$ cat config.mk
export PLATFORM = sky130hd
export DESIGN_NAME = fir_sched
export DESIGN_NICKNAME = d
export VERILOG_FILES = /design/src/rtl/fir_sched.sv
export SDC_FILE = /design/constraint.sdc
export NUM_CORES = 1
export LEC_CHECK = 0
export ABC_AREA = 0
export BUFFER_PORTS_ARGS = -buffer_cell sky130_fd_sc_hd__buf_4
export CORE_AREA = 2 2 85 87
export CTS_CLUSTER_DIAMETER = 120
export DETAILED_ROUTE_END_ITERATION = 10
export DIE_AREA = 0 0 87 89
export PLACE_DENSITY = 0.75
export SYNTH_ARGS = -nofsm -noshare
export SYNTH_HDL_FRONTEND = slang
export SYNTH_SLANG_ARGS = --single-unit
$ cat constraint.sdc
create_clock -name axis_clk -period 3.2 [get_ports axis_clk]
set_input_delay 0.32 -clock axis_clk [delete_from_list [all_inputs] [get_ports axis_clk]]
set_output_delay 0.32 -clock axis_clk [all_outputs]
set_load 0.05 [all_outputs]
$ cat src/rtl/fir_sched.sv
// fir_sched: sequencer for the FIR engine.
// It keeps the data SRAM as a circular buffer of the last Tape_Num samples and walks
// data/tap reads in lockstep to drive the MAC. It also runs the ap_start/ap_done
// handshake and the output-stream handshake.
// Optional feature: define FIR_SCHED_PERF_EN to add the cyc_cnt/stall_cnt performance counters.
module fir_sched #(
  parameter int unsigned pADDR_WIDTH = 12,
  parameter int unsigned pDATA_WIDTH = 32,
  parameter int unsigned Tape_Num    = 11
) (
  input  logic                   axis_clk,
  input  logic                   axis_rst,
  input  logic                   ap_start,
  output logic                   ap_idle,
  output logic                   ap_done,
  input  logic                   ss_tvalid,
  input  logic [pDATA_WIDTH-1:0] ss_tdata,
  input  logic                   ss_tlast,
  output logic                   ss_tready,
  output logic [3:0]             data_WE,
  output logic                   data_EN,
  output logic [pDATA_WIDTH-1:0] data_Di,
  output logic [pADDR_WIDTH-1:0] data_A,
  output logic                   tap_EN,
  output logic [pADDR_WIDTH-1:0] tap_A,
  output logic                   mac_clr,
  output logic                   mac_en,
  output logic                   sm_tvalid,
  output logic                   sm_tlast,
  input  logic                   sm_tready
`ifdef FIR_SCHED_PERF_EN
  ,
  output logic [31:0]            cyc_cnt,
  output logic [15:0]            stall_cnt
`endif
);

  localparam int unsigned IDX_W  = 4;
  localparam logic [IDX_W-1:0] LAST_IDX = IDX_W'(Tape_Num - 1);

  typedef enum logic [2:0] {
    ST_IDLE, ST_CLR, ST_WAIT_IN, ST_WRITE, ST_READ, ST_DRAIN, ST_OUT, ST_DONE
  } state_t;

  state_t           state_q;
  logic [IDX_W-1:0] k_q;
  logic [IDX_W-1:0] wp_q;
  logic             last_q;

  logic [IDX_W-1:0] k_d;
  logic [IDX_W-1:0] wp_d;
  logic [IDX_W-1:0] rd_idx_d;

  // (wp - k) mod Tape_Num: 5-bit subtract, add Tape_Num back when the borrow bit is set
  function automatic logic [IDX_W-1:0] ring_idx(input logic [IDX_W-1:0] wp,
                                                 input logic [IDX_W-1:0] k);
    logic [IDX_W:0] diff;
    diff = {1'b0, wp} - {1'b0, k};
    if (diff[IDX_W]) diff = diff + (IDX_W+1)'(Tape_Num);
    return diff[IDX_W-1:0];
  endfunction

  // Byte address of buffer entry idx
  function automatic logic [pADDR_WIDTH-1:0] byte_addr(input logic [IDX_W-1:0] idx);
    return pADDR_WIDTH'({idx, 2'b00});
  endfunction

  // Next tap index, next data read slot, and wrapped write pointer
  always_comb begin
    k_d      = k_q + IDX_W'(1);
    rd_idx_d = ring_idx(wp_q, k_d);
    wp_d     = (wp_q == LAST_IDX) ? '0 : wp_q + IDX_W'(1);
  end

  // Sequencer FSM; every output is registered with the value it holds in the next state
  always_ff @(posedge axis_clk) begin
    if (axis_rst) begin
      state_q   <= ST_IDLE;
      k_q       <= '0;
      wp_q      <= '0;
      last_q    <= 1'b0;
      ap_idle   <= 1'b1;
      ap_done   <= 1'b0;
      ss_tready <= 1'b0;
      data_WE   <= '0;
      data_EN   <= 1'b0;
      data_Di   <= '0;
      data_A    <= '0;
      tap_EN    <= 1'b0;
      tap_A     <= '0;
      mac_clr   <= 1'b0;
      mac_en    <= 1'b0;
      sm_tvalid <= 1'b0;
      sm_tlast  <= 1'b0;
    end else begin
      case (state_q)
        ST_IDLE: begin
          if (ap_start) begin
            state_q <= ST_CLR;
            k_q     <= '0;
            ap_idle <= 1'b0;
            data_EN <= 1'b1;
            data_WE <= 4'hF;
            data_Di <= '0;
            data_A  <= '0;
          end
        end
        ST_CLR: begin
          if (k_q == LAST_IDX) begin
            state_q   <= ST_WAIT_IN;
            wp_q      <= '0;
            data_EN   <= 1'b0;
            data_WE   <= '0;
            data_A    <= '0;
            ss_tready <= 1'b1;
          end else begin
            k_q    <= k_d;
            data_A <= byte_addr(k_d);
          end
        end
        ST_WAIT_IN: begin
          if (ss_tvalid) begin
            state_q   <= ST_WRITE;
            last_q    <= ss_tlast;
            ss_tready <= 1'b0;
            data_EN   <= 1'b1;
            data_WE   <= 4'hF;
            data_Di   <= ss_tdata;
            data_A    <= byte_addr(wp_q);
          end
        end
        ST_WRITE: begin
          state_q <= ST_READ;
          k_q     <= '0;
          data_WE <= '0;
          data_A  <= byte_addr(wp_q);
          tap_EN  <= 1'b1;
          tap_A   <= '0;
        end
        ST_READ: begin
          // Read data returns one cycle later, so MAC strobes trail the issued read
          mac_en  <= 1'b1;
          mac_clr <= (k_q == '0);
          if (k_q == LAST_IDX) begin
            state_q <= ST_DRAIN;
            data_EN <= 1'b0;
            tap_EN  <= 1'b0;
            data_A  <= '0;
            tap_A   <= '0;
          end else begin
            k_q    <= k_d;
            data_A <= byte_addr(rd_idx_d);
            tap_A  <= byte_addr(k_d);
          end
        end
        ST_DRAIN: begin
          state_q   <= ST_OUT;
          mac_en    <= 1'b0;
          mac_clr   <= 1'b0;
          sm_tvalid <= 1'b1;
          sm_tlast  <= last_q;
        end
        ST_OUT: begin
          if (sm_tready) begin
            sm_tvalid <= 1'b0;
            sm_tlast  <= 1'b0;
            wp_q      <= wp_d;
            if (last_q) begin
              state_q <= ST_DONE;
              ap_done <= 1'b1;
            end else begin
              state_q   <= ST_WAIT_IN;
              ss_tready <= 1'b1;
            end
          end
        end
        ST_DONE: begin
          state_q <= ST_IDLE;
          ap_done <= 1'b0;
          ap_idle <= 1'b1;
        end
        default: begin
          state_q <= ST_IDLE;
          ap_idle <= 1'b1;
        end
      endcase
    end
  end

`ifdef FIR_SCHED_PERF_EN
  // Run-length and output-stall counters; cleared on an accepted start, held once idle
  always_ff @(posedge axis_clk) begin
    if (axis_rst) begin
      cyc_cnt   <= '0;
      stall_cnt <= '0;
    end else if (state_q == ST_IDLE) begin
      if (ap_start) begin
        cyc_cnt   <= '0;
        stall_cnt <= '0;
      end
    end else begin
      cyc_cnt <= cyc_cnt + 32'd1;
      if (state_q == ST_OUT && !sm_tready) stall_cnt <= stall_cnt + 16'd1;
    end
  end
`endif

endmodule

==> impl_metrics.json, run 1 <==
{
  "synth.top_cell.area_share": 0.394,
  "irDropWorstVdd_uv": 409,
  "final_cell_count_no_fill": 538,
  "rr_startpoint": "state_q[0]",
  "post-route-util": 0.592,
  "path_buf_inv": 2,
  "antenna_found_initial": 0,
  "die-area_mm2": 0.00774,
  "ys_types": 53,
  "final_hold_viol_count": 0,
  "cts_max_level": 3,
  "yosysWarnings": 0,
  "slew_violations": 0,
  "dp_cells": 522,
  "drt_iter0_markers": 227,
  "crit_fanout": 24,
  "synth_simple_gate_area_share": 0.199,
  "period_share": 0.812,
  "maxCapViolations": 0,
  "grt_max_degree": 60,
  "cts_resized": 0,
  "slowest_delay_ps": 470,
  "place_congestion": 0.844,
  "grt_remaining_overflow": 0,
  "synth_xor_area_frac": 0.0195,
  "path_cells": "inv_1 > ha_1 > nand2b_1 > a21oi_2 > nor2_1 > o21ai_2 > buf_4 > a22oi_1 > nor2_1",
  "areaGrowthSynthToFinish_pct": 26.3,
  "outcome": "complete, no violations",
  "preCtsSetupSlack_ps": 623,
  "avgViaCountPerCell": 5.41,
  "p_leak_nw": 1.69,
  "final_cell_mix": "buf_4 (94), nor2_1 (66), dfxtp_1 (62), a22oi_1 (36), nand2_1 (24)",
  "cts_sinks": 62,
  "synthAdderAreaFrac": 0.0627,
  "reg2regPathDepth": 9,
  "cpMaxStageDelayCell": "ha_1",
  "final-setup-viol-count": 0,
  "tns_ps": 0,
  "hold_end": "last_q",
  "ys_ff_latch": 62,
  "synth_area_leader_cell": "dfxtp_1",
  "hold_start": "ss_tlast",
  "postCtsSetupBuffers": 0,
  "die_x_um": 87,
  "ios": 107,
  "fin_crit_ps": 2600,
  "cts_root_buffer": "clkbuf_8",
  "die_h_um": 89,
  "diodes": 0,
  "holdBufCountCts": 0,
  "cts-root-to-sink-buffers": 2,
  "drtPass1Iterations": 5,
  "synth-compound-area-share": 0.212,
  "cellPowerDensity_mw_per_mm2": 741,
  "cts_tree": "built",
  "initial_utilization": 0.469,
  "routedWlPerCell_um": 14.1,
  "worst_slack_ps": 602,
  "rows": 30,
  "via_count": 2909,
  "cts_buffers": 9,
  "synth_top_cells_by_area": "dfxtp_1 (39%), a22oi_1 (8.6%), nor2_1 (7.9%)",
  "tightest_slew_ps": 947,
  "synth_top_family_by_area": "compound AO/OA/AOI/OAI gates",
  "grt_pass1_wl_um": 12300,
  "rsz0062_at_grt": "false",
  "drive_above_1_share": 0.269,
  "synth_edf_count": 0,
  "whs_path_depth": 3,
  "cp_top_family": "compound AO/OA/AOI/OAI gates",
  "clk_transition_reported_paths_ps": 70,
  "synthMuxAreaShare": 0.0226,
  "fin_total_pwr_w": 0.00295,
  "synth_flop_cell": "dfxtp_1",
  "cp_common_cell": "nor2_1",
  "reg2reg_to": "data_Di[19]",
  "crit_arrival_ps": 2870,
  "routed_wl_um": 7570,
  "max_freq_mhz": 385,
  "avgSynthCellArea_um2": 8.45,
  "nFillCells": 605,
  "cp.required_ps": 3470,
  "r2r_setup_slack_ps": 600,
  "grt_use_total": 0.201,
  "io_buffers": 90,
  "ant_nets": 0,
  "relSlewSlack": 0.368,
  "ys_seq_area_frac": 0.394,
  "dp_hpwl_um": 5460,
  "syn_inst": 373,
  "drcViolationCount": 0,
  "endpoint_kind": "flip-flop",
  "core_mm2": 0.00672,
  "hp-class": "input pin to flip-flop",
  "synth_area_mm2": 0.00315,
  "finalClockSkew_ps": 10.8,
  "clock_latency_ps": 350,
  "final_common_cell": "buf_4",
  "grt_pass1_vias": 2738,
  "cp-start-kind": "flip-flop",
  "crit_type": "flip-flop to flip-flop",
  "nets": 506,
  "synthArstFlopShare": 0
}
==> where the power goes <==
| group | leakage (nW) | switching [W] | internal, W | total, W |
|---|---|---|---|---|
| clock network | 0.0993 | 0.000332 | 0.000385 | 0.000717 |
| registers | 0.501 | 0.0000692 | 0.000848 | 0.000917 |
| logic | 1.09 | 0.000893 | 0.000423 | 0.00132 |
==> logic make-up after synthesis <==
family / after synthesis
other: 1
XOR/XNOR: 7
adder cells (fa/ha/maj): 16
buffers and inverters: 50
flip-flops: 62
AO/OA/AOI/OAI: 96
multiplexers: 7
AND/OR/NAND/NOR: 134
==> worst max path at each step <==
stage          startpoint     endpoint  slack (ps)  depth (start not counted)
3_5_place_dp   state_q[0]  data_Di[22]         620                          9
4_1_cts        state_q[0]  data_Di[22]         620                          9
2_1_floorplan      k_q[0]    data_A[4]        1040                         10
5_1_grt        state_q[0]  data_Di[31]         290                          9
3_3_place_gp   state_q[0]  data_Di[16]         770                          9
6_report       state_q[0]  data_Di[19]         600                          9
==> flip-flops by register name, indices dropped and copies added, names as in the netlist <==
register	flops
data_Di	32
data_A	4
k_q	4
tap_A	4
wp_q	4
state_q	3
ap_done	1
ap_idle	1
data_EN	1
data_WE	1
last_q	1
mac_clr	1
mac_en	1
sm_tlast	1
sm_tvalid	1
ss_tready	1
tap_EN	1
==> cell type report <==
type / count / area (um^2) / share of cell area
Sequential cell: 62 / 1240 / 0.312
Inverter: 10 / 37.5 / 0.00943
Clock buffer: 10 / 138 / 0.0346
Tap cell: 80 / 100 / 0.0251
Timing Repair Buffer: 94 / 706 / 0.177
Multi-Input combinational cell: 276 / 1690 / 0.425
Clock inverter: 6 / 67.6 / 0.0170
==> through the flow <==
step	hold WS, ps	instance area (um^2)
after floorplan	464	3210
after global placement	458	3770
after detailed placement	468	3770
after CTS	202	3980
after global routing	216	3980
final	204	3980
==> per-layer routing <==
metal / global-route usage / up-vias / wire length (um)
met1: 0.258 / 1351 / 3290
li1: - / 1439 / -
met4: 0.0923 / 0 / 65
met2: 0.317 / 110 / 3660
met5: 0 / - / 0
met3: 0.0526 / 9 / 545
==> cell usage after synthesis, types with 2 or more instances <==
master    number
buf_4         23
a211oi_1       2
nor3_1         6
o21a_1         3
nor2_1        66
xnor2_1        3
nor2_2         2
a21oi_1       19
o21ai_1        2
nand3b_1       3
buf_2          7
a221oi_1       2
inv_1         10
clkbuf_1       9
a222oi_1       2
nand2_1       24
xor2_1         4
a22oi_1       36
or3_1          4
ha_1          15
a21oi_2        3
nand4_1        2
mux2i_1        6
o31ai_1        2
dfxtp_1       62
nand2b_1      10
nand3_1        9
nor2b_1        2
o21ai_0       11
==> worst min-delay path, cell delays in order <==
cell and delay [ps]:
buf_4 80, mux2i_1 50, nor2_1 70
Power figures use the tool's default switching activity.
==> run 2, diff against run 1 <==
--- a/config.mk
+++ b/config.mk
@@ -7,11 +7,11 @@
 export LEC_CHECK = 0
 export ABC_AREA = 0
 export BUFFER_PORTS_ARGS = -buffer_cell sky130_fd_sc_hd__buf_4
-export CORE_AREA = 2 2 85 87
+export CORE_AREA = 2 2 87 89
 export CTS_CLUSTER_DIAMETER = 120
 export DETAILED_ROUTE_END_ITERATION = 10
-export DIE_AREA = 0 0 87 89
-export PLACE_DENSITY = 0.75
+export DIE_AREA = 0 0 89 91
+export PLACE_DENSITY = 0.74
 export SYNTH_ARGS = -nofsm -noshare
 export SYNTH_HDL_FRONTEND = slang
 export SYNTH_SLANG_ARGS = --single-unit
==> constraint.sdc (replaced) <==
create_clock -name axis_clk -period 2.3 [get_ports axis_clk]
set_input_delay 0.23 -clock axis_clk [delete_from_list [all_inputs] [get_ports axis_clk]]
set_output_delay 0.23 -clock axis_clk [all_outputs]
set_load 0.05 [all_outputs]
==> run 2 against run 1 <==
Design area increased by 4.1%. Clock skew decreased by 2.8 ps. Fmax increased by 17%. Worst hold slack got worse by 86 ps. Critical endpoint is now data_A[5]. Clock power increased by 37%. Via count increased by 3.3%. Critical path type unchanged.
==> impl_metrics.json, run 2 (same netlist as run 1, synthesis figures left out) <==
{
  "initial_utilization": 0.442,
  "drcViolationCount": 0,
  "rr_startpoint": "k_q[0]",
  "holdBufCountCts": 0,
  "final_area_mm2": 0.00414,
  "reg2reg_to": "data_A[5]",
  "irDropWorstVdd_uv": 532,
  "fin_total_pwr_w": 0.00427,
  "tightest_slew_ps": 628,
  "drt_iter0_markers": 230,
  "startpoint": "k_q[0]",
  "path_cells": "ha_2 > xnor2_2 > ha_1 > or3_1 > mux2i_1 > a211o_1 > a2bb2oi_1 > nand3_1",
  "grt_use_met3": 0.0636,
  "routedWlPerCell_um": 14.5,
  "cp-start-kind": "flip-flop",
  "crit_fanout": 6,
  "diodes": 0,
  "postCtsSetupBuffers": 0,
  "drive_above_1_share": 0.303,
  "cts_resized": 0,
  "maxCapViolations": 0,
  "die_h_um": 91,
  "grt_pass1_wl_um": 13100,
  "io_buffers": 90,
  "die_x_um": 89,
  "cts_buffers": 9,
  "cts-root-to-sink-buffers": 2,
  "worstSetupPathDepth": 8,
  "endpoint_kind": "flip-flop",
  "areaGrowthSynthToFinish_pct": 31.4,
  "grt_pass1_vias": 2768,
  "antenna_found_initial": 0,
  "cts_tree": "built",
  "cts_sinks": 62,
  "nets": 516,
  "crit_end": "data_A[5]",
  "nFillCells": 647,
  "grt_remaining_overflow": 0,
  "fin_crit_ps": 2210,
  "final-setup-viol-count": 0,
  "cts_max_level": 3,
  "final_common_cell": "buf_4",
  "cellPowerDensity_mw_per_mm2": 1030,
  "core_mm2": 0.00714,
  "tns_ps": 0,
  "max_freq_mhz": 452,
  "clk_transition_reported_paths_ps": 70,
  "placed_area_mm2": 0.00389,
  "cts_root_buffer": "clkbuf_8",
  "reg2regPathDepth": 8,
  "whs_path_depth": 3,
  "crit_type": "flip-flop to flip-flop",
  "hp-class": "input pin to flip-flop",
  "grt_use_total": 0.206,
  "gr-usage-met2": 0.323,
  "multi_input_comb_area_mm2": 0.00173,
  "finalClockSkew_ps": 7.99,
  "routed_wl_um": 8200,
  "ant_nets": 0,
  "final_hold_viol_count": 0,
  "seq_area_mm2": 0.00125,
  "avgViaCountPerCell": 5.30,
  "largest_reg_flops": 32,
  "via_count": 3005,
  "period_share": 0.962,
  "ios": 107,
  "final_cell_mix": "buf_4 (103), nor2_1 (65), dfxtp_1 (59), a22oi_1 (36), nand2_1 (24)",
  "drtPass1Iterations": 4,
  "die-area_mm2": 0.00810,
  "cpMaxStageDelayCell": "or3_1",
  "slew_violations": 0,
  "rsz0062_at_grt": "false",
  "grt_max_degree": 60,
  "place_congestion": 0.887,
  "relSlewSlack": 0.581,
  "busiest_layer": "met2",
  "slowest_delay_ps": 400,
  "rows": 31,
  "p_leak_nw": 1.75,
  "cp_top_family": "adder cells",
  "r2r_setup_slack_ps": 90,
  "clock_latency_ps": 340,
  "crit_arrival_ps": 2430,
  "top_register": "data_Di",
  "grt_use_met1": 0.259,
  "dp_hpwl_um": 5770,
  "path_buf_inv": 0,
  "outcome": "complete, no violations",
  "cp.required_ps": 2520
}
-- run 2: how the worst min path moves through the flow --
stage          slack [ps]  endpoint  startpoint
2_1_floorplan         370    last_q    ss_tlast
3_3_place_gp          460   data_EN     data_EN
3_5_place_dp          460   data_EN     data_EN
4_1_cts               110    last_q    ss_tlast
5_1_grt               120    last_q    ss_tlast
6_report              120    last_q    ss_tlast
-- run 2: per-layer routing --
metal,share of wire,vias to the layer above
met5,0,-
met2,0.50,100
met1,0.42,1434
met4,0.018,0
li1,-,1460
met3,0.067,11
-- run 2: metrics by stage --
stage | util | hold WS (ps) | cells | setup WS, ps
6_report | 0.580 | 118 | 567 | 87.5
5_1_grt | 0.580 | 116 | 567 | 3.04
4_1_cts | 0.573 | 106 | 567 | 5.64
3_5_place_dp | 0.545 | 459 | 551 | 16.3
3_3_place_gp | 0.545 | 456 | 551 | 119
2_1_floorplan | - | 374 | 388 | 139
-- run 2: report_power, final --
part,switching (W),internal (W)
Sequential,0.000103,0.00118
Combinational,0.00130,0.000696
Clock,0.000448,0.000537
-- run 2: layout make-up --
class                   instances  share of cell area
clock inverters                 6              0.0166
multi-input cells             276               0.418
inverters                      10             0.00906
well taps                      99              0.0299
clock buffers                  10              0.0332
flip-flops and latches         62               0.301
repair buffers                104               0.192
-- run 2: worst reg2reg max path: cells and delay by family (launching register included) --
kind / cells / cell delay, ps
XOR/XNOR: 1 / 150
adder cells (fa/ha/maj): 2 / 570
AO/OA/AOI/OAI: 2 / 380
AND/OR/NAND/NOR: 2 / 500
flip-flops: 1 / 360
multiplexers: 1 / 150
